==> src/rtl/cc_miss_fill_ctrl_pkg.sv <==
// Shared widths, AXI constants and fill FSM state type for the cache miss-fill path.
package cc_pkg;

    localparam int unsigned TAG_W  = 17;
    localparam int unsigned IDX_W  = 9;
    localparam int unsigned OFF_W  = 6;
    localparam int unsigned LINE_W = 512;

    localparam logic [1:0] BURST_INCR = 2'b01;
    localparam logic [1:0] RESP_OKAY  = 2'b00;
    localparam logic [2:0] SIZE_8B    = 3'b011;

    typedef enum logic [2:0] {
        IDLE,
        REQ,
        RECV,
        WRITE,
        DONE
    } fill_state_t;

endpackage

==> src/rtl/cc_miss_fill_ctrl_if.sv <==
// AXI read-address / read-data channel bundle between the fill controller and memory.
interface cc_miss_fill_ctrl_if #(
    parameter int unsigned ADDR_W = 32,
    parameter int unsigned DATA_W = 64
);
    logic [ADDR_W-1:0] araddr_o;
    logic [3:0]        arlen_o;
    logic [2:0]        arsize_o;
    logic [1:0]        arburst_o;
    logic              arvalid_o;
    logic              arready_i;
    logic [DATA_W-1:0] rdata_i;
    logic [1:0]        rresp_i;
    logic              rlast_i;
    logic              rvalid_i;
    logic              rready_o;

    modport master (
        output araddr_o, arlen_o, arsize_o, arburst_o, arvalid_o, rready_o,
        input  arready_i, rdata_i, rresp_i, rlast_i, rvalid_i
    );

    modport slave (
        input  araddr_o, arlen_o, arsize_o, arburst_o, arvalid_o, rready_o,
        output arready_i, rdata_i, rresp_i, rlast_i, rvalid_i
    );
endinterface

==> src/rtl/cc_miss_fill_ctrl_line_assembler.sv <==
// Beat counter and line buffer: drops each accepted R beat into its slot and accumulates errors.
module cc_line_assembler
    import cc_pkg::*;
#(
    parameter int unsigned DATA_W = 64,
    parameter int unsigned BEATS  = 8
) (
    input  logic                    clk,
    input  logic                    rst,
    input  logic                    i_clr,
    input  logic                    i_beat,
    input  logic [DATA_W-1:0]       i_rdata,
    input  logic [1:0]              i_rresp,
    input  logic                    i_rlast,
    output logic [BEATS*DATA_W-1:0] o_line,
    output logic                    o_last,
    output logic                    o_err,
    output logic                    o_err_nxt
);
    localparam int unsigned CNT_W = (BEATS > 1) ? $clog2(BEATS) : 1;
    localparam logic [CNT_W-1:0] LAST_CNT = CNT_W'(BEATS - 1);

    logic [CNT_W-1:0]        r_cnt;
    logic                    r_err;
    logic [BEATS*DATA_W-1:0] r_line;
    logic                    w_cnt_last;
    logic                    w_beat_err;

    // The counter decides the end of the burst; an early rlast ends it too but is an error.
    always_comb begin
        w_cnt_last = (r_cnt == LAST_CNT);
        w_beat_err = (i_rresp != RESP_OKAY) || (i_rlast && !w_cnt_last);
        o_last     = i_beat && (i_rlast || w_cnt_last);
        o_err_nxt  = r_err || (i_beat && w_beat_err);
    end

    always_ff @(posedge clk) begin
        if (rst) begin
            r_cnt  <= '0;
            r_err  <= 1'b0;
            r_line <= '0;
        end else if (i_clr) begin
            r_cnt  <= '0;
            r_err  <= 1'b0;
        end else if (i_beat) begin
            r_line[int'(r_cnt)*DATA_W +: DATA_W] <= i_rdata;
            r_err  <= o_err_nxt;
            r_cnt  <= r_cnt + 1'b1;
        end
    end

    assign o_line = r_line;
    assign o_err  = r_err;

endmodule

==> src/rtl/cc_miss_fill_ctrl.sv <==
// Cache miss fill: one AXI INCR burst per missing line, then data+tag SRAM write and a done pulse.
module cc_miss_fill_ctrl
    import cc_pkg::*;
#(
    parameter int unsigned ADDR_W = 32,
    parameter int unsigned DATA_W = 64,
    parameter int unsigned BEATS  = 8
) (
    input  logic                    clk,
    input  logic                    rst,
    input  logic                    miss_i,
    input  logic [TAG_W-1:0]        tag_i,
    input  logic [IDX_W-1:0]        index_i,
    input  logic [OFF_W-1:0]        offset_i,
    output logic                    busy_o,
    cc_miss_fill_ctrl_if.master     axi,
    output logic                    data_wren_o,
    output logic [IDX_W-1:0]        data_windex_o,
    output logic [BEATS*DATA_W-1:0] data_wdata_o,
    output logic                    tag_wren_o,
    output logic [IDX_W-1:0]        tag_windex_o,
    output logic [TAG_W:0]          tag_wdata_o,
    output logic                    fill_done_o,
    output logic [OFF_W-1:0]        fill_offset_o,
    output logic                    fill_err_o
);
    fill_state_t       r_state;
    logic [TAG_W-1:0]  r_tag;
    logic [IDX_W-1:0]  r_index;
    logic [OFF_W-1:0]  r_offset;
    logic [ADDR_W-1:0] r_araddr;
    logic              r_arvalid;
    logic              r_rready;
    logic              r_busy;
    logic              r_wren;
    logic [TAG_W:0]    r_tag_wdata;
    logic              r_done;
    logic              r_err_out;

    logic              w_capture;
    logic              w_beat;
    logic              w_last;
    logic              w_err;
    logic              w_err_nxt;

    assign w_capture = (r_state == IDLE) && miss_i;
    assign w_beat    = (r_state == RECV) && axi.rvalid_i;

    cc_line_assembler #(
        .DATA_W (DATA_W),
        .BEATS  (BEATS)
    ) u_asm (
        .clk       (clk),
        .rst       (rst),
        .i_clr     (w_capture),
        .i_beat    (w_beat),
        .i_rdata   (axi.rdata_i),
        .i_rresp   (axi.rresp_i),
        .i_rlast   (axi.rlast_i),
        .o_line    (data_wdata_o),
        .o_last    (w_last),
        .o_err     (w_err),
        .o_err_nxt (w_err_nxt)
    );

    always_ff @(posedge clk) begin
        if (rst) begin
            r_state     <= IDLE;
            r_tag       <= '0;
            r_index     <= '0;
            r_offset    <= '0;
            r_araddr    <= '0;
            r_arvalid   <= 1'b0;
            r_rready    <= 1'b0;
            r_busy      <= 1'b0;
            r_wren      <= 1'b0;
            r_tag_wdata <= '0;
            r_done      <= 1'b0;
            r_err_out   <= 1'b0;
        end else begin
            case (r_state)
                IDLE: begin
                    if (miss_i) begin
                        r_tag     <= tag_i;
                        r_index   <= index_i;
                        r_offset  <= offset_i;
                        r_araddr  <= ADDR_W'({tag_i, index_i, {OFF_W{1'b0}}});
                        r_arvalid <= 1'b1;
                        r_busy    <= 1'b1;
                        r_state   <= REQ;
                    end
                end
                REQ: begin
                    if (axi.arready_i) begin
                        r_arvalid <= 1'b0;
                        r_rready  <= 1'b1;
                        r_state   <= RECV;
                    end
                end
                RECV: begin
                    // Error flag must include the final beat, so take the assembler's next value.
                    if (w_last) begin
                        r_rready    <= 1'b0;
                        r_wren      <= 1'b1;
                        r_tag_wdata <= {~w_err_nxt, r_tag};
                        r_state     <= WRITE;
                    end
                end
                WRITE: begin
                    r_wren    <= 1'b0;
                    r_done    <= 1'b1;
                    r_err_out <= w_err;
                    r_busy    <= 1'b0;
                    r_state   <= DONE;
                end
                DONE: begin
                    r_done    <= 1'b0;
                    r_err_out <= 1'b0;
                    r_state   <= IDLE;
                end
                default: r_state <= IDLE;
            endcase
        end
    end

    assign busy_o        = r_busy;
    assign axi.araddr_o  = r_araddr;
    assign axi.arlen_o   = 4'(BEATS - 1);
    assign axi.arsize_o  = SIZE_8B;
    assign axi.arburst_o = BURST_INCR;
    assign axi.arvalid_o = r_arvalid;
    assign axi.rready_o  = r_rready;
    assign data_wren_o   = r_wren;
    assign data_windex_o = r_index;
    assign tag_wren_o    = r_wren;
    assign tag_windex_o  = r_index;
    assign tag_wdata_o   = r_tag_wdata;
    assign fill_done_o   = r_done;
    assign fill_offset_o = r_offset;
    assign fill_err_o    = r_err_out;

endmodule

==> src/flat_wrapper.sv <==
// flat-port wrapper written by rule: the top's interface ports become plain ports
module cc_miss_fill_ctrl_flat import cc_pkg::*;
#(
    parameter int unsigned ADDR_W = 32,
    parameter int unsigned DATA_W = 64,
    parameter int unsigned BEATS  = 8
)
  (clk, rst, miss_i, tag_i, index_i, offset_i, busy_o, data_wren_o, data_windex_o, data_wdata_o, tag_wren_o, tag_windex_o, tag_wdata_o, fill_done_o, fill_offset_o, fill_err_o, axi_araddr_o, axi_arlen_o, axi_arsize_o, axi_arburst_o, axi_arvalid_o, axi_rready_o, axi_arready_i, axi_rdata_i, axi_rresp_i, axi_rlast_i, axi_rvalid_i);
  cc_miss_fill_ctrl_if #(.ADDR_W(ADDR_W), .DATA_W(DATA_W)) axi_i ();
  input  logic clk;
  input  logic rst;
  input  logic miss_i;
  input  logic [TAG_W-1:0] tag_i;
  input  logic [IDX_W-1:0] index_i;
  input  logic [OFF_W-1:0] offset_i;
  output logic busy_o;
  output logic data_wren_o;
  output logic [IDX_W-1:0] data_windex_o;
  output logic [BEATS*DATA_W-1:0] data_wdata_o;
  output logic tag_wren_o;
  output logic [IDX_W-1:0] tag_windex_o;
  output logic [TAG_W:0] tag_wdata_o;
  output logic fill_done_o;
  output logic [OFF_W-1:0] fill_offset_o;
  output logic fill_err_o;
  output wire logic [$bits(axi_i.araddr_o)-1:0] axi_araddr_o;
  output wire logic [$bits(axi_i.arlen_o)-1:0] axi_arlen_o;
  output wire logic [$bits(axi_i.arsize_o)-1:0] axi_arsize_o;
  output wire logic [$bits(axi_i.arburst_o)-1:0] axi_arburst_o;
  output wire logic [$bits(axi_i.arvalid_o)-1:0] axi_arvalid_o;
  output wire logic [$bits(axi_i.rready_o)-1:0] axi_rready_o;
  input wire logic [$bits(axi_i.arready_i)-1:0] axi_arready_i;
  input wire logic [$bits(axi_i.rdata_i)-1:0] axi_rdata_i;
  input wire logic [$bits(axi_i.rresp_i)-1:0] axi_rresp_i;
  input wire logic [$bits(axi_i.rlast_i)-1:0] axi_rlast_i;
  input wire logic [$bits(axi_i.rvalid_i)-1:0] axi_rvalid_i;
  assign axi_araddr_o = axi_i.araddr_o;
  assign axi_arlen_o = axi_i.arlen_o;
  assign axi_arsize_o = axi_i.arsize_o;
  assign axi_arburst_o = axi_i.arburst_o;
  assign axi_arvalid_o = axi_i.arvalid_o;
  assign axi_rready_o = axi_i.rready_o;
  assign axi_i.arready_i = axi_arready_i;
  assign axi_i.rdata_i = axi_rdata_i;
  assign axi_i.rresp_i = axi_rresp_i;
  assign axi_i.rlast_i = axi_rlast_i;
  assign axi_i.rvalid_i = axi_rvalid_i;
  cc_miss_fill_ctrl #(.ADDR_W(ADDR_W), .DATA_W(DATA_W), .BEATS(BEATS)) u_core (.clk(clk), .rst(rst), .miss_i(miss_i), .tag_i(tag_i), .index_i(index_i), .offset_i(offset_i), .busy_o(busy_o), .axi(axi_i), .data_wren_o(data_wren_o), .data_windex_o(data_windex_o), .data_wdata_o(data_wdata_o), .tag_wren_o(tag_wren_o), .tag_windex_o(tag_windex_o), .tag_wdata_o(tag_wdata_o), .fill_done_o(fill_done_o), .fill_offset_o(fill_offset_o), .fill_err_o(fill_err_o));
endmodule
==> config.mk <==
export PLATFORM = sky130hd
export DESIGN_NAME = cc_miss_fill_ctrl_flat
export DESIGN_NICKNAME = d
export VERILOG_FILES = /design/src/rtl/cc_miss_fill_ctrl_pkg.sv /design/src/rtl/cc_miss_fill_ctrl_if.sv /design/src/rtl/cc_miss_fill_ctrl_line_assembler.sv /design/src/rtl/cc_miss_fill_ctrl.sv /design/src/flat_wrapper.sv
export SDC_FILE = /design/constraint.sdc
export NUM_CORES = 1
export LEC_CHECK = 0
export BUFFER_PORTS_ARGS = -buffer_cell sky130_fd_sc_hd__buf_2
export CORE_ASPECT_RATIO = 2
export CORE_MARGIN = 8
export CORE_UTILIZATION = 33
export DETAILED_ROUTE_END_ITERATION = 12
export PLACE_DENSITY_LB_ADDON = 0.05
export SLEW_MARGIN = 20
export SYNTH_ARGS = -nofsm -noshare
export SYNTH_HDL_FRONTEND = slang
export SYNTH_HIERARCHICAL = 1
export SYNTH_SLANG_ARGS = --single-unit
==> constraint.sdc <==
create_clock -name clk -period 6.2 [get_ports clk]
set_clock_uncertainty 0.05 [all_clocks]
set_input_delay 1.24 -clock clk [delete_from_list [all_inputs] [get_ports clk]]
set_output_delay 1.24 -clock clk [all_outputs]
set_load 0.005 [all_outputs]
Word-level counts from Yosys, hierarchy flattened
Index checks and enable logic that the tools add are counted.
{ "classes": {"n_shift": 2, "multipliers": 0, "n_bitwise": 2, "div_mod_pow": 0, "eq_ne": 8, "mux": 16, "add_sub_neg": 2, "order_cmp": 0, "reduce_logical": 25} }
{ "ops": {"columns": ["cell", "count"], "rows": [
  ["bitwise mux 512 bit", 1],
  ["variable shift 64 x 34 -> 512 bit (first input constant)", 1],
  ["indexed part select 64 x 34 -> 512 bit", 1],
  ["negation 9 -> 34 bit", 1],
  ["one-hot mux 1 bit (2 select lines)", 6],
  ["one-hot mux 3 bit (4 select lines)", 1],
  ["nonzero test 2 bit", 6],
  ["AND reduction 2 bit", 5],
  ["two-way mux 3 bit", 3],
  ["AND reduction 3 bit", 3],
  ["== test 3 x 2 -> 1 bit (second input constant)", 2],
  ["== test 3 bit (second input constant)", 2],
  ["inequality test 2 bit (second input constant)", 3],
  ["logical AND 1 bit", 5],
  ["two-way mux 1 bit", 5],
  ["adder 3 x 1 -> 3 bit (second input constant)", 1],
  ["== test 3 x 1 -> 1 bit (second input constant)", 1],
  ["logical NOT 3 bit", 1],
  ["logical OR 1 bit", 3],
  ["NOT 1 bit", 2],
  ["OR reduction 2 bit", 1],
  ["logical NOT 1 bit", 1]
]} }
{ "word_totals": {"mem_bits_rw": 0, "latch_bits": 0, "output_inout_bits": 602, "mem_bits_ro": 0, "memories": 0, "inputBits": 104, "regBits": 601} }

Longest topological paths before layout
Gate-level depths: netlist of run 1.
{ "depth": {"word_depth": 7, "mapped_depth": 10, "depth_no_buf": 6} }

By module
Netlist of run 1, hierarchy kept.
{ "by_module_without_submodules": {"columns": ["mod", "instances", "cells_each", "seq_area_each_um2", "area_each_um2"], "rows": [
  ["cc_line_assembler", 1, 2077, 10329.9, 21404.3],
  ["cc_miss_fill_ctrl", 1, 298, 1181.1, 2398.6]
]} }

Worst setup path after synthesis of run 1
Ideal clock, no wire load.
{ "synth_path": {"path_kind": "input-to-reg", "start": "input port miss_i", "end": "register u_core.u_asm.r_line[10], in the netlist u_core/u_asm/o_line[10]", "arrival_time_ns": 3.075, "cell_stages": 9, "required_time_ns": 6.078, "path_slack_ns": 3.003, "n_path_buf": 4, "path_cell_list": "or4b_1 -> buf_2 -> clkinv_4 -> buf_6 -> or4b_4 -> nor4b_2 -> buf_6 -> buf_12 -> mux2i_1"} }
{ "synth_via": {"elab_chain_len": 3} }
{ "synth_lines": {"columns": ["element", "line_no", "rtl"], "rows": [
  ["from (decl)", "flat_wrapper.sv:12", "input logic miss_i;"],
  ["logical AND 1 bit", "cc_miss_fill_ctrl.sv:46", "assign w_capture = (r_state == IDLE) && miss_i;"],
  ["via u_core.w_capture", "cc_miss_fill_ctrl.sv:40", "logic w_capture;"],
  ["NOT 1 bit (no line)", null, null],
  ["AND reduction 2 bit (no line)", null, null],
  ["to (signal, indexed assignment)", "cc_miss_fill_ctrl_line_assembler.sv:46", "r_line[int'(r_cnt)*DATA_W +: DATA_W] <= i_rdata;"],
  ["to (decl)", "cc_miss_fill_ctrl_line_assembler.sv:25", "logic [BEATS*DATA_W-1:0] r_line;"]
]} }
The timed path passes the listed nets, and every way through them passes these cells.
A chain may end at the register's enable or synchronous reset.

Worst setup path in the final report of run 1
{ "layout_path": {"start": "input port miss_i", "end": "register u_core.u_asm.r_line[349], in the netlist u_core/u_asm/o_line[349]"} }
{ "layout_via": {"elab_chain_len": 3} }
{ "layout_lines": {"columns": ["element", "line_no"], "rows": [
  ["logical AND 1 bit", "cc_miss_fill_ctrl.sv:46"],
  ["NOT 1 bit (no line)", null],
  ["AND reduction 2 bit (no line)", null]
]} }
No other way between the ends.

==> results.md, run 1 <==
- Worst-path cell chain: buf_2, or4b_1, clkinv_4, nand2b_1, or4b_4, buf_4, mux2i_1
- Power Density: 257 nW/um^2
- Setup Crit Path Kind: input port to flop
- Synth Area in Simple Gates: 22.5%
- Core area: slightly above 70000 um^2
- Via density: between 4 and 5
- Worst endpoint required time: around 6.7 ns
- Hold path start: u_core/fill_offset_o[5]$_SDFFE_PP0P_
- Setup TNS Final: 0 ns
- Mux contribution to synthesized area: a little over a fifth
- Setup bufs post-CTS: 0
- Hold worst-path end: u_core/fill_offset_o[5]$_SDFFE_PP0P_
- Post-Synth XOR/XNOR Area: less than 1%
- Post-Syn Area: 23800 um^2
- Hold_buf cts: 0
- Clock latency on the worst-skew pair: 0.61 ns
- Total die area: about 82000 um^2
- Detail Route Antenna Nets: 0
- CP max FO: 40
- Outcome: finished, final reports clean
- Yosys cell types: 37
- EDFF count, synth: 0
- Most area-hungry cell type in the Yosys netlist: dfxtp_1
- R2r endpoint: u_core/u_asm/o_line[349]$_SDFFE_PP0P_
- Buffers & Inverters on Critical Path: 3
- Post-Synth Adder-Cell Area: 0.368%
- Largest family of logic cells by synthesized area: simple AND/OR/NAND/NOR gates
- Final hold violations: 0
- Mapped Avg Cell Area: between 10 and 15 um^2
- Clock network power share: 45.8%
- FF/Latch Area: ~12000 um^2
- Seq pwr share: 49.8%
- Fraction of layout cells with a size suffix above 1: between 20% and 30%
- Reg-to-Reg Start: u_core/r_state[0]$_SDFFE_PP0P_
- Synth Warn #: 6
- Antenna violations before repair: 2
- H-tree Lvls: 2
- Compound-Gate Fraction of Synth Area: between 1.5 and 2%
- GR Overflow Total: 0
- Die width: 206 um
- Clock transition at path regs: approximately 0.070 ns
- Final wirelength: 91.2 mm
- Leakage power figure: 13.1 nW
- Peak supply drop: 0.216 mV
- Fin crit period: 4.06 ns
- I/O pin count: 706
- Clock buffer count from CTS: 55
- Internal: between 0.005 and 0.006 W
- Post-DP HPWL: 66.3 mm
- Top delay family on crit path: simple AND/OR/NAND/NOR gates
- Final Slew Violations: 0
- Total Routing Usage GR: 21.2%
- Worst Path Arrival: ~4.5 ns
- Tcrit/Tclk final: about two thirds
- Worst Max-Slew Pin Slew: 1.15 ns
- Fmax: between 200 and 250 MHz
- 1st-iter DRT viols: approximately 700
- Max_slew headroom: a little under a quarter
- Synthesized instance count: between 2000 and 2500
- Ys async rst share: 0%
- Startpoint types: input port
- MaxCap Viol Count: 0
- Gate power share: between 4 and 5%
- Worst reg2reg setup slack: between 2 and 2.5 ns
- Slowest cell on the critical path: or4b_1
- Clock Root Buffer: clkbuf_16
- Sw Ratio: a little under a quarter
- Top cells by count, synth: nand2b_1 (577), dfxtp_1 (575), mux2i_1 (515), nand2_1 (360), clkbuf_1 (105)
- Post-cts gate resize count: 0
- # setup viols final: 0
- Vias in the first global route: ~19000
- DRC errors left: 0
- Layout Utilization: 40.9%
- Clock sink total: about 580
- CTS tree: yes
- Worst min path class: flop to flop
- Sw power: about 0.0017 W
- Vias: about 18000
- Num rows: ~140
- Area Overhead vs Synth: 23.2%
- Sequential share of the synthesized area: 48.4%
- Fill count: roughly 7200
- Final GP Congestion: between 0.8 and 0.9
- Total Power: around 0.0075 W
- Critical path capture point type: flop
- Fin Hold WS: 0.404 ns
- Area occupied by multi-input gates: ~11000 um^2
- #FFs+latches synth: about 580
- Synth area leaders: dfxtp_1 (48%), mux2i_1 (22%), nand2b_1 (15%), nand2_1 (5.7%), clkbuf_1 (1.7%)
- Worst reg2reg path depth: 6
- WL/cell: roughly 23 um
- Top-count cell post-synth: nand2b_1
- Longest Clk Path Bufs: 3
- Initial Util: about 33%
- WHS Path Cells: 2
- Top cell type's share of synthesized area: between 40% and 50%
- First-pass GRT wire length: between 100 and 150 mm
- Net count, final: between 3000 and 4000
- Die height: 396 um
- RSZ-0062 raised after global routing: no
- Largest net degree at the start of global routing: roughly 250
- Post-synth top flop: dfxtp_1
- Port Buffers: roughly 700
- Slowest stage delay, CP: 0.78 ns
- DR pass1 iterations: 4
[cell usage in the layout, fill, tap and decap left out, types with 3 or more instances in the layout]
master,netlist,layout
a211oi_1,4,4
a21oi_1,54,54
buf_2,25,689
buf_4,39,27
clkbuf_1,105,13
clkbuf_16,0,57
clkbuf_8,0,20
clkinv_2,0,6
conb_1,2,15
dfxtp_1,575,575
ha_1,7,6
inv_1,6,6
mux2i_1,515,515
nand2_1,360,360
nand2b_1,577,577
nor2_1,4,4
nor2b_1,26,26
nor3_1,11,8
nor3_2,1,3
o21ai_0,4,4
or4b_4,1,4
[power by group through the flow]
stage          clock network (W)  logic (W)  registers, W
6_report                 0.00345   0.000334       0.00374
2_1_floorplan                  0   0.000201       0.00382
3_5_place_dp                   0   0.000342       0.00383
3_3_place_gp                   0   0.000339       0.00383
4_1_cts                  0.00356   0.000342       0.00375
5_1_grt                  0.00369   0.000362       0.00375
[metal layers]
metal	global-route usage (%)	vias to the layer above	wire, um
met5	0	-	10
met4	6.61	2	2650
met3	8.45	104	9510
met2	36.7	677	44000
met1	23.3	8690	35000
li1	-	8834	-
[through the flow]
step / setup slack, ns / instances / cell area, um^2
floorplan: 3.00 / 2388 / 23900
global placement: 1.62 / 3816 / 27500
detailed placement: 1.50 / 3816 / 27500
CTS: 2.17 / 3913 / 29300
global route: 2.00 / 3914 / 29300
finish: 2.14 / 3915 / 29300
[how the worst max path moves through the flow]
stage	start	end	slack, ns	cells after the start
6_report	miss_i	u_core/u_asm/o_line[349]$_SDFFE_PP0P_	2.14	7
5_1_grt	u_core/r_state[0]$_SDFFE_PP0P_	u_core/u_asm/o_line[337]$_SDFFE_PP0P_	2.00	6
4_1_cts	miss_i	u_core/u_asm/o_line[429]$_SDFFE_PP0P_	2.17	7
3_5_place_dp	miss_i	u_core/u_asm/o_line[403]$_SDFFE_PP0P_	1.50	7
3_3_place_gp	miss_i	u_core/u_asm/o_line[364]$_SDFFE_PP0P_	1.62	7
2_1_floorplan	miss_i	u_core/u_asm/o_line[10]$_SDFFE_PP0P_	3.00	9
[worst min-delay path, cell delays in order, from the launching register on]
cell,delay [ns]
dfxtp_1,0.31
nand2_1,0.05
a21oi_1,0.05
[final cells by class]
type | instances | share of cell area (%)
Antenna cell | 2 | 0.0171
Clock buffer | 90 | 5.97
Clock inverter | 7 | 0.205
Inverter | 7 | 0.107
Multi-Input combinational cell | 1600 | 38.0
Sequential cell | 575 | 39.3
Tap cell | 916 | 3.91
Timing Repair Buffer | 718 | 12.6
[flip-flops by register name, indices dropped and copies added (netlist names), 2 cells and up]
signal,flops
u_core/r_state,3
u_core/data_windex_o,8
u_core/u_asm/o_line,512
u_core/axi.araddr_o,2
u_core/tag_wdata_o,18
u_core/u_asm/r_cnt,3
u_core/fill_offset_o,6
u_core/r_tag,16
[logic make-up (layout without fill, tap and decap cells)]
kind of cell               Yosys count  in the layout
and+or+nand+nor                    994            994
DFF                                575            575
adders and majority gates            7              7
AOI/OAI and AO/OA                   67             67
xor gates and xnor gates             1              1
muxes                              516            516
other                                2             17
buffers and inverters              213            822
No activity file was read; power rests on OpenSTA's default activity.
==> inputs of run 2 (changes only) <==
==> constraint.sdc (replaced) <==
create_clock -name clk -period 3.6 [get_ports clk]
set_clock_uncertainty 0.05 [all_clocks]
set_input_delay 0.72 -clock clk [delete_from_list [all_inputs] [get_ports clk]]
set_output_delay 0.72 -clock clk [all_outputs]
set_load 0.005 [all_outputs]
==> run 2 against run 1 <==
Compared with the run above: sequential power increased by 72%; combinational power increased by 75%; cell count increased by 0.15%; total power increased by 72%; global-route usage increased by 0.35 points; worst hold slack got worse by 0.12 ns; register-to-register slack got worse by 1.6 ns; first-iteration DRC count decreased by 4.2%; worst setup slack got worse by 1.5 ns; routed wire length increased by 1.2%; sequential share of layout area decreased by 0.22 points; via count increased by 0.71%.
==> results.md, run 2 (synthesis results as in run 1) <==
- Outcome: finished, final reports clean
- Initial Util: approximately a third
- DR pass1 iterations: 4
- MaxCap Viol Count: 0
- Max reg flops: around 500
- Clock sink total: 575
- Fmax: 335 MHz
- Area after DPL: ~28000 um^2
- Post-DP HPWL: 66.1 mm
- Tcrit/Tclk final: 83.0%
- Clock transition at path regs: ~0.070 ns
- Worst endpoint required time: between 4 and 5 ns
- Via density: roughly 4.7
- Num rows: around 140
- Most common cell after layout, fill and taps aside: buf_2
- 1st-iter DRT viols: 687
- Leakage power figure: 13.2 nW
- Peak supply drop: 0.403 mV
- Worst min path class: input port to flop
- Core area: around 72000 um^2
- First-pass GRT wire length: roughly 130 mm
- Worst Max-Slew Pin Slew: slightly below 0.9 ns
- Layout Utilization: between 40 and 50%
- Hold_buf cts: 0
- Final GP Congestion: between 0.8 and 0.9
- Total Routing Usage GR: between 20% and 30%
- Worst-path cell chain: inv_1, ha_1, or4b_4, nor4b_4, buf_12, mux2i_1
- Startpoint types: flop
- Fraction of layout cells with a size suffix above 1: between 20% and 30%
- Detail Route Antenna Nets: 0
- Buffers & Inverters on Critical Path: 2
- DRC errors left: 0
- WL/cell: approximately 24 um
- Slowest stage delay, CP: approximately 0.63 ns
- Slowest cell on the critical path: dfxtp_1
- Final Slew Violations: 0
- Fin crit period: between 2 and 3 ns
- Total die area: around 80000 um^2
- Critical path capture point type: flop
- Longest Clk Path Bufs: 3
- Setup TNS Final: 0 ns
- # setup viols final: 0
- Vias in the first global route: 19415
- CP max FO: 64
- CTS tree: yes
- Top delay family on crit path: simple AND/OR/NAND/NOR gates
- Die height: a little under 400 um
- Power Density: 439 nW/um^2
- Largest net degree at the start of global routing: between 200 and 250
- Fin Hold WS: roughly 0.28 ns
- Worst Path Arrival: 3.48 ns
- Finished Cell Area: 29500 um^2
- Most frequent cells in the layout: buf_2 (689), nand2b_1 (577), dfxtp_1 (575)
- Setup bufs post-CTS: 0
- H-tree Lvls: 2
- Die width: 206 um
- Clock latency on the worst-skew pair: between 0.6 and 0.7 ns
- Antenna violations before repair: 3
- Setup Crit Path Kind: flop to flop
- RSZ-0062 raised after global routing: no
- Final hold violations: 0
- Max_slew headroom: between 40 and 50%
- Net count, final: roughly 3100
- I/O pin count: around 710
- Clock Root Buffer: clkbuf_16
- Post-cts gate resize count: 0
- Clock buffer count from CTS: 55
- GR Overflow Total: 0
- Final wirelength: between 90 and 100 mm
- Port Buffers: slightly below 700
- Vias: 18437
- Area Overhead vs Synth: 23.9%
[run 2: cell types whose count changed in the layout (fill, tap and decap cells not counted)]
cell	previous run	this run
clkbuf_16	57	55
clkbuf_1	13	10
inv_6	0	4
clkbuf_8	20	14
diode_2	2	1
bufinv_16	1	2
buf_12	1	15
clkinv_2	6	16
clkinvlp_4	0	2
buf_4	27	14
[run 2: metrics by stage]
step	instances	power, W	worst slack [ns]
global placement	3817	0.00719	0.618
global route	3920	0.0134	0.484
CTS	3920	0.0132	0.588
finish	3921	0.0130	0.612
floorplan	2388	0.00693	0.923
detailed placement	3817	0.00719	0.599
[run 2: worst min-delay path: stages]
cell and delay (ns):
buf_2 0.09, nand2_1 0.04, a21oi_1 0.05
[run 2: path summary, 6_finish.rpt]
kind	from	end	slack, ns	cells after the start
worst min-delay path	tag_i[16]	u_core/axi.araddr_o[31]$_SDFFE_PP0P_	0.28	3
worst max-delay path	u_core/u_asm/r_cnt[0]$_SDFFE_PP0P_	u_core/u_asm/o_line[40]$_SDFFE_PP0P_	0.61	6
worst max register to register	u_core/u_asm/r_cnt[0]$_SDFFE_PP0P_	u_core/u_asm/o_line[40]$_SDFFE_PP0P_	0.61	6
worst min register to register	u_core/fill_offset_o[5]$_SDFFE_PP0P_	u_core/fill_offset_o[5]$_SDFFE_PP0P_	0.40	2
[run 2: routing by layer]
layer | track usage, % | routed length (um) | vias to the layer above
met5 | 0 | 13 | -
met4 | 8.02 | 3430 | 2
met3 | 8.61 | 9280 | 127
met2 | 36.7 | 43800 | 671
met1 | 23.7 | 35800 | 8807
li1 | - | - | 8830
[run 2: report_power, final]
part	internal, W	total, W	leakage (nW)	switching, W
Combinational	0.000244	0.000585	7.63	0.000341
Clock	0.00325	0.00593	0.899	0.00267
Sequential	0.00640	0.00645	4.64	0.0000417
[run 2: layout make-up]
| type | instances | area [um^2] |
|---|---|---|
| inverters | 7 | 31.3 |
| flip-flops and latches | 575 | 11500 |
| well taps | 916 | 1150 |
| clock buffers | 79 | 1610 |
| multi-input cells | 1600 | 11100 |
| repair buffers | 719 | 3870 |
| fillers | 7255 | 42200 |
| diodes | 1 | 2.50 |
| clock inverters | 24 | 190 |
==> inputs of run 3 (changes only) <==
==> constraint.sdc (replaced) <==
create_clock -name clk -period 3 [get_ports clk]
set_clock_uncertainty 0.05 [all_clocks]
set_input_delay 0.6 -clock clk [delete_from_list [all_inputs] [get_ports clk]]
set_output_delay 0.6 -clock clk [all_outputs]
set_load 0.005 [all_outputs]
==> run 3 against run 2 <==
Compared with the run above: critical path type unchanged; non-clock buffer count up 20; worst hold slack worse by 0.11 ns; critical endpoint is now u_core/u_asm/o_line[18]$_SDFFE_PP0P_; fmax grew 9.5%; sequential cell count unchanged; routed wire length fell by 0.72%; core utilization grew 0.33 points; critical path depth is 1 higher; worst setup slack lost 0.34 ns; count of clock-buffer cells in the layout is 11 higher; global-route usage fell by 0.10 points; register-to-register slack got worse by 0.34 ns; die area unchanged.
==> results.md, run 3 (synthesis results as in run 1) <==
- Worst Max-Slew Pin Slew: ~1.1 ns
- Peak supply drop: ~0.51 mV
- Antenna violations before repair: 0
- Setup Crit Path Kind: flop to flop
- Vias: between 15000 and 20000
- Clock Root Buffer: clkbuf_16
- Total Routing Usage GR: 21.4%
- Most frequent cells in the layout: buf_2 (689), nand2b_1 (577), dfxtp_1 (575)
- Setup bufs post-CTS: 0
- Leakage power figure: around 13 nW
- Max_slew headroom: 27.9%
- Die width: approximately 210 um
- Max reg flops: approximately 510
- Worst min path class: input port to flop
- Reg-to-Reg Start: u_core/r_state[1]$_SDFFE_PP0P_
- Net count, final: slightly above 3000
- Longest Clk Path Bufs: 3
- Via density: between 4 and 5
- Initial Util: around 33%
- Die height: approximately 400 um
- RSZ-0062 raised after global routing: no
- # setup viols final: 0
- Outcome: finished, final reports clean
- Area after DPL: 27900 um^2
- Worst-path cell chain: nand2_1, nor3_2, buf_4, or4b_4, nor4b_4, buf_12, mux2i_1
- Hold path start: index_i[0]
- WL/cell: approximately 23 um
- Vias in the first global route: between 15000 and 20000
- Area Overhead vs Synth: 24.9%
- Power Density: between 500 and 600 nW/um^2
- 1st-iter DRT viols: 756
- Setup TNS Final: 0 ns
- Fraction of layout cells with a size suffix above 1: about 28%
- I/O pin count: ~710
- Layout Utilization: 41.5%
- Final WS setup: 0.271 ns
- Tcrit/Tclk final: between 90% and 100%
- Hold_buf cts: 0
- Clock latency on the worst-skew pair: about 0.60 ns
- Final wirelength: between 90 and 100 mm
- R2r endpoint: u_core/u_asm/o_line[18]$_SDFFE_PP0P_
- Largest net degree at the start of global routing: 241
- Final hold violations: 0
- DR pass1 iterations: 5
- Core area: 71700 um^2
- Final GP Congestion: around 0.81
- CTS tree: yes
- Startpoint types: flop
- Fmax: ~370 MHz
- Total die area: 81500 um^2
- CP max FO: 40
- Worst endpoint required time: 3.48 ns
- H-tree Lvls: 2
- WHS Path Cells: 3
- Port Buffers: 690
- Final Slew Violations: 0
- GR Overflow Total: 0
- Detail Route Antenna Nets: 0
- Finished Cell Area: between 20000 and 30000 um^2
- Fin crit period: about 2.7 ns
- Critical path capture point type: flop
- DRC errors left: 0
- Clock sink total: 575
- Worst reg2reg path depth: 7
- Slowest cell on the critical path: dfxtp_1
- Slowest stage delay, CP: roughly 0.50 ns
- Clock buffer count from CTS: 56
- Most common cell after layout, fill and taps aside: buf_2
- First-pass GRT wire length: 132 mm
- Clock transition at path regs: 0.06 ns
- Hold worst-path end: u_core/data_windex_o[0]$_SDFFE_PP0P_
- Worst Path Arrival: ~3.2 ns
- Fill count: around 7000
- Num rows: about 140
- Post-cts gate resize count: 0
- Post-DP HPWL: roughly 67 mm
- Setup slack after placement: around 0.026 ns
- MaxCap Viol Count: 0
- Worst reg2reg setup slack: about 0.27 ns
## run 3: cell count changes in the layout (fill, tap and decap cells not counted), moves of 2 or more
cell        delta
buf_4         +15
clkinv_2      -10
buf_12         +5
clkbuf_8       +5
clkbuf_1       +4
clkbuf_16      +2
clkinvlp_4     -2
inv_6          -2
## run 3: critical path: cells and delay by family (launching register included)
kind          cells  cell delay (ns)
flops             1             0.50
simple gates      4             1.26
buf+inv           2             0.51
mux               1             0.24
## run 3: how the worst max path moves through the flow
stage                                   start                              endpoint  slack, ns  cells after the start
2_1_floorplan                          miss_i  u_core/u_asm/o_line[10]$_SDFFE_PP0P_       0.44                      9
3_3_place_gp                     axi_rvalid_i  u_core/u_asm/o_line[14]$_SDFFE_PP0P_      0.007                      8
3_5_place_dp                     axi_rvalid_i  u_core/u_asm/o_line[15]$_SDFFE_PP0P_       0.03                      8
4_1_cts        u_core/r_state[1]$_SDFFE_PP0P_  u_core/u_asm/o_line[41]$_SDFFE_PP0P_       0.15                      7
5_1_grt        u_core/r_state[1]$_SDFFE_PP0P_  u_core/u_asm/o_line[29]$_SDFFE_PP0P_       0.11                      7
6_report       u_core/r_state[1]$_SDFFE_PP0P_  u_core/u_asm/o_line[18]$_SDFFE_PP0P_       0.27                      7
## run 3: per-layer routing
layer | wire (um) | share of wire (%) | global-route usage (%) | up-vias
met5 | 0 | 0 | 0 | -
met3 | 9430 | 10 | 8.79 | 122
met4 | 3020 | 3.3 | 7.26 | 0
li1 | - | - | - | 8864
met1 | 35300 | 39 | 23.4 | 8726
met2 | 43900 | 48 | 37.0 | 653
## run 3: final cells by class
class	count	area [um^2]	share of cell area, %
Antenna cell	1	2.50	0.00842
Clock buffer	90	1740	5.85
Clock inverter	9	77.6	0.261
Inverter	7	31.3	0.105
Multi-Input combinational cell	1600	11100	37.5
Sequential cell	575	11500	38.7
Tap cell	916	1150	3.86
Timing Repair Buffer	739	4080	13.7
## run 3: stage by stage
stage	hold WS [ns]	cells	power, W
floorplan	0.400	2388	0.00831
global placement	0.390	3837	0.00863
detailed placement	0.396	3837	0.00864
CTS	0.126	3936	0.0159
global route	0.154	3936	0.0162
finish	0.179	3937	0.0156
## run 3: power by group
group,internal (W),switching (W),total (W)
Combinational,0.000301,0.000416,0.000717
Sequential,0.00769,0.0000432,0.00773
Clock,0.00403,0.00312,0.00715
